## src/rtl/vga_pkg.sv

```systemverilog
// Shared VGA 640x480@60 timing constants and helpers for vga_timing and its axis counters.
package vga_pkg;

  localparam int COORD_W = 10;

  localparam int DEF_H_VISIBLE = 640;
  localparam int DEF_H_FP      = 16;
  localparam int DEF_H_SYNC    = 96;
  localparam int DEF_H_BP      = 48;
  localparam int DEF_V_VISIBLE = 480;
  localparam int DEF_V_FP      = 10;
  localparam int DEF_V_SYNC    = 2;
  localparam int DEF_V_BP      = 33;
  localparam int DEF_CLK_DIV   = 2;

  function automatic int axis_total(input int visible, input int fp, input int sync, input int bp);
    return visible + fp + sync + bp;
  endfunction

  localparam int DEF_H_TOTAL = axis_total(DEF_H_VISIBLE, DEF_H_FP, DEF_H_SYNC, DEF_H_BP);
  localparam int DEF_V_TOTAL = axis_total(DEF_V_VISIBLE, DEF_V_FP, DEF_V_SYNC, DEF_V_BP);

endpackage

```

## src/rtl/vga_axis_counter.sv

```systemverilog
// One raster axis: wrapping counter plus registered visible/sync decode taken from the
// next-state count, so the decoded flags change on the same edge as the count.
module vga_axis_counter
  import vga_pkg::*;
#(
  parameter int TOTAL      = 800,
  parameter int VISIBLE    = 640,
  parameter int SYNC_START = 656,
  parameter int SYNC_END   = 752
) (
  input  logic               clk,
  input  logic               reset_n,
  input  logic               en,
  output logic [COORD_W-1:0] count,
  output logic               wrap,
  output logic               active,
  output logic               sync_n
);

  localparam logic [COORD_W-1:0] LAST   = COORD_W'(TOTAL - 1);
  localparam logic [COORD_W-1:0] VIS    = COORD_W'(VISIBLE);
  localparam logic [COORD_W-1:0] SYNC_S = COORD_W'(SYNC_START);
  localparam logic [COORD_W-1:0] SYNC_E = COORD_W'(SYNC_END);

  logic [COORD_W-1:0] count_reg;
  logic [COORD_W-1:0] count_next;
  logic               active_reg;
  logic               sync_n_reg;

  always_comb begin
    wrap       = en && (count_reg == LAST);
    count_next = count_reg;
    if (en) begin
      count_next = (count_reg == LAST) ? '0 : count_reg + COORD_W'(1);
    end
  end

  always_ff @(posedge clk or negedge reset_n) begin
    if (!reset_n) begin
      count_reg  <= LAST;
      active_reg <= 1'b0;
      sync_n_reg <= 1'b1;
    end else begin
      count_reg  <= count_next;
      active_reg <= (count_next < VIS);
      sync_n_reg <= !((count_next >= SYNC_S) && (count_next < SYNC_E));
    end
  end

  assign count  = count_reg;
  assign active = active_reg;
  assign sync_n = sync_n_reg;

endmodule

```

## src/rtl/vga_timing.sv

```systemverilog
// VGA raster timing generator feeding bitgen. Define VGA_CLKDIV_EN to build the internal
// clk/CLK_DIV pixel divider; otherwise clk is the pixel clock and every edge is a pixel tick.
module vga_timing
  import vga_pkg::*;
#(
  parameter int H_VISIBLE = DEF_H_VISIBLE,
  parameter int H_FP      = DEF_H_FP,
  parameter int H_SYNC    = DEF_H_SYNC,
  parameter int H_BP      = DEF_H_BP,
  parameter int V_VISIBLE = DEF_V_VISIBLE,
  parameter int V_FP      = DEF_V_FP,
  parameter int V_SYNC    = DEF_V_SYNC,
  parameter int V_BP      = DEF_V_BP,
  parameter int CLK_DIV   = DEF_CLK_DIV
) (
  input  logic               clk,
  input  logic               reset_n,
  output logic               hsync,
  output logic               vsync,
  output logic               bright,
  output logic [COORD_W-1:0] hcount,
  output logic [COORD_W-1:0] vcount,
  output logic               frame_start
);

  localparam int H_TOT = axis_total(H_VISIBLE, H_FP, H_SYNC, H_BP);
  localparam int V_TOT = axis_total(V_VISIBLE, V_FP, V_SYNC, V_BP);

  generate
    if (H_TOT > 1024 || V_TOT > 1024) begin : g_bad_total
      $fatal(1, "vga_timing: H_TOTAL/V_TOTAL exceed 10-bit coordinate range");
    end
    if (CLK_DIV < 1) begin : g_bad_div
      $fatal(1, "vga_timing: CLK_DIV must be at least 1");
    end
  endgenerate

  logic pix_tick;
  logic h_wrap;
  logic v_wrap;
  logic h_active;
  logic v_active;
  logic frame_start_reg;

`ifdef VGA_CLKDIV_EN
  localparam int DIV_W = (CLK_DIV > 1) ? $clog2(CLK_DIV) : 1;
  localparam logic [DIV_W-1:0] DIV_LAST = DIV_W'(CLK_DIV - 1);

  logic [DIV_W-1:0] div_reg;

  assign pix_tick = (div_reg == DIV_LAST);

  always_ff @(posedge clk or negedge reset_n) begin
    if (!reset_n) begin
      div_reg <= '0;
    end else begin
      div_reg <= pix_tick ? '0 : div_reg + DIV_W'(1);
    end
  end
`else
  assign pix_tick = 1'b1;
`endif

  vga_axis_counter #(
    .TOTAL     (H_TOT),
    .VISIBLE   (H_VISIBLE),
    .SYNC_START(H_VISIBLE + H_FP),
    .SYNC_END  (H_VISIBLE + H_FP + H_SYNC)
  ) u_h_axis (
    .clk    (clk),
    .reset_n(reset_n),
    .en     (pix_tick),
    .count  (hcount),
    .wrap   (h_wrap),
    .active (h_active),
    .sync_n (hsync)
  );

  vga_axis_counter #(
    .TOTAL     (V_TOT),
    .VISIBLE   (V_VISIBLE),
    .SYNC_START(V_VISIBLE + V_FP),
    .SYNC_END  (V_VISIBLE + V_FP + V_SYNC)
  ) u_v_axis (
    .clk    (clk),
    .reset_n(reset_n),
    .en     (pix_tick & h_wrap),
    .count  (vcount),
    .wrap   (v_wrap),
    .active (v_active),
    .sync_n (vsync)
  );

  // v_wrap already implies pix_tick & h_wrap: this is the tick that lands on (0,0)
  always_ff @(posedge clk or negedge reset_n) begin
    if (!reset_n) begin
      frame_start_reg <= 1'b0;
    end else begin
      frame_start_reg <= v_wrap;
    end
  end

  assign bright      = h_active & v_active;
  assign frame_start = frame_start_reg;

endmodule

```

## config.mk

```make
export PLATFORM = sky130hd
export DESIGN_NAME = vga_timing
export DESIGN_NICKNAME = d
export VERILOG_FILES = /design/src/rtl/vga_pkg.sv /design/src/rtl/vga_axis_counter.sv /design/src/rtl/vga_timing.sv
export SDC_FILE = /design/constraint.sdc
export NUM_CORES = 1
export LEC_CHECK = 0
export ABC_CLOCK_PERIOD_IN_PS = 4800
export BUFFER_PORTS_ARGS = -buffer_cell sky130_fd_sc_hd__buf_2
export CAP_MARGIN = 20
export CORE_UTILIZATION = 50
export DETAILED_ROUTE_END_ITERATION = 6
export GPL_ROUTABILITY_DRIVEN = 0
export GPL_TIMING_DRIVEN = 0
export PLACE_DENSITY_LB_ADDON = 0.3
export SKIP_CTS_REPAIR_TIMING = 1
export SYNTH_ARGS = -nofsm -noshare
export SYNTH_HDL_FRONTEND = slang
export SYNTH_SLANG_ARGS = --single-unit
```

## constraint.sdc

```tcl
create_clock -name clk -period 4.8 [get_ports clk]
set_input_delay 0.24 -clock clk [delete_from_list [all_inputs] [get_ports clk]]
set_output_delay 0.24 -clock clk [all_outputs]
set_load 0.03 [all_outputs]
```

==> metrics.yaml <==
outcome:
  status: "complete, no violations"
synthesis:
  synth-main-ff-cell: "dfrtp_1"
  yosysUniqueCellTypes: 42
  synth_edf_count: 0
  synth.avg_cell_area_um2: 10.0
  synthesis.nets: 142
  synthArstFlopShare_pct: 100
  ys_seq_area_share_pct: 46.7
  yosys_register_bits: 25
  synth_cells: 137
  synth_area_um2: 1370
  ys_warn_count: 0
final_layout:
  layout_commonest_cell: "buf_2"
  layout_common_cells: "28 x buf_2, 13 x dfrtp_1, 12 x nor2_1, 12 x dfstp_2, 11 x nand2_1"
  fillerInstances: 222
  multiInputGateArea_um2: 668
  layout.nets: 173
  final_area_um2: 1570
  drive_gt1_share_pct: 30.5
  ff_latch_area_um2: 641
  antenna_cells: 0
  syn_to_final_growth_pct: 14.5
sta:
  setup_tns_ps: 0
  finalHoldViolCount: 0
  tightest_slew_ps: 536
  fin_skew_ps: 2.11
  slew_headroom_pct: 64.2
  setup_violations: 0
  fin_crit_sh_pct: 42.9
  period_needed_ps: 2060
  max_freq_mhz: 486
  slew_violations: 0
  rsz0062_at_grt: "false"
place:
  dp_hpwl_um: 2030
  portBuffers: 25
  placed_area_um2: 1540
power_and_ir_drop:
  powerDensity_nw_per_um2: 195
  seq_power_share_pct: 68.9
  ir_worst_vdd_v: 0.000151
  intPower_uw: 245
  p_clk_share_pct: 29.6
  leakage_uw: 0.000678
  p_switching_uw: 62.1
  power_uw: 307
  pwr-share-comb_pct: 1.5
  swShare_pct: 20.2
clock_network:
  htreeDepth: 1
  root_buffer: "clkbuf_4"
  clkTransAtPathRegs_ps: 120
  numCtsBuffers: 3
  clkLatencyLatePin_ps: 310
  cts_tree: "done"
  cts.sinks: 25
  cts.path.max_buffers: 2
critical_path:
  cpPeakStageDelay_ps: 580
  crit_arrival_ps: 2310
  crit_type: "flop to flop"
  cp-end-kind: "flop"
  required_ps: 5060
  crit_buf_inv: 1
  r2r_cells: 7
  worstSetupStartpointType: "flop"
  critPathMaxFanout: 10
  slowest_stage: "dfstp_2"
  worstPathCellList: "ha_1, and4_1, and3_2, buf_6, nor3b_1, a211o_1, nand4b_1"
  cp_top_family: "simple AND/OR/NAND/NOR gates"
  worst-path-stages: 7
floorplanning:
  ios: 26
  core-area_um2: 2540
  placementRows: 18
  chipHeight_um: 54.4
  die_w_um: 54.4
  dieArea_um2: 2960
  start_util_pct: 53.9
grt:
  grt_pass1_wl_um: 4540
  grt_max_degree: 26
  first_global_vias: 1019
  track_usage_pct: 21.9
  gr-total-overflow: 0
  antenna_found_initial: 0
detailed_routing:
  detail_route.first_pass.iterations: 4
  drt_iter0_markers: 37
  num_vias: 1149
  drc: 0
  vias_per_cell: 5.83
  wl_per_cell_um: 13.9
  ant_nets: 0
  wirelength_um: 2740
min_path:
  hold_path.class: "primary input to asynchronous set/reset pin"
run:
  maxCapViolCount: 0
[power groups by stage]
stage	clock network [uW]	logic [uW]	registers [uW]
4_1_cts	97.6	4.50	211
3_3_place_gp	0	4.26	215
5_1_grt	107	5.83	211
2_1_floorplan	0	0.000250	215
3_5_place_dp	0	4.45	215
6_report	90.7	4.68	211
[final timing paths]
| path | to | from | slack (ps) |
|---|---|---|---|
| max in group asynchronous | u_v_axis.count[9]$_DFF_PN1_ | reset_n | 4010 |
| worst min-delay path | u_h_axis.count[6]$_DFF_PN0_ | reset_n | 420 |
| min in group clk | u_h_axis.count[0]$_DFF_PN1_ | u_h_axis.count[0]$_DFF_PN1_ | 540 |
| worst min register to register | u_h_axis.count[0]$_DFF_PN1_ | u_h_axis.count[0]$_DFF_PN1_ | 540 |
| worst max register to register | u_v_axis.sync_n$_DFF_PN1_ | u_h_axis.count[0]$_DFF_PN1_ | 2740 |
| worst max-delay path | u_v_axis.sync_n$_DFF_PN1_ | u_h_axis.count[0]$_DFF_PN1_ | 2740 |
[kinds of logic after synthesis]
group           share of synthesized area (%)
xor+xnor                                 6.38
flops                                    46.7
mux                                     0.820
compound gates                           12.3
buf+inv                                  4.65
simple gates                             26.4
fa+ha+maj                                2.74
[cells in the mapped netlist, types with 2 or more instances]
cell type | count | area share (%)
buf_6 | 2 | 1.6
ha_1 | 3 | 2.7
dfstp_2 | 12 | 23
xor2_1 | 4 | 2.6
nor2_1 | 12 | 3.3
a22o_1 | 3 | 1.9
and2_1 | 2 | 0.91
inv_1 | 7 | 1.9
or4_1 | 2 | 1.1
nor4_1 | 3 | 1.4
xnor2_1 | 6 | 3.8
a31oi_1 | 2 | 0.91
nand3_1 | 9 | 3.3
o21ai_0 | 6 | 2.2
buf_2 | 3 | 1.1
and3_1 | 5 | 2.3
nor3_1 | 4 | 1.5
dfrtp_1 | 13 | 24
nand2_1 | 11 | 3.0
o21ai_1 | 3 | 1.1
nand4_1 | 4 | 1.8
[final cells by class]
class	instances	share of cell area (%)
tap	30	2.39
timing repair buffer	26	8.60
clock buffer	4	1.67
inverter	7	1.67
buffer	5	2.39
multi-input combinational	100	42.5
sequential	25	40.8
[routing by layer]
layer  share of wire (%)  global-route usage, %
met1                  47                   30.1
met2                  44                   32.7
met3                 6.3                   4.17
met4                 2.7                   10.7
met5                   0                      0
[per-stage QoR]
stage	hold slack (ps)	util [%]	worst slack [ps]	instances
after global routing	467	61.8	2610	197
after floorplan	-55.6	-	2780	137
after global placement	244	60.3	2780	192
after CTS	-106	61.4	2740	196
after detailed placement	256	60.3	2760	192
final	423	61.8	2740	197
(Power assumes the default switching activity.)
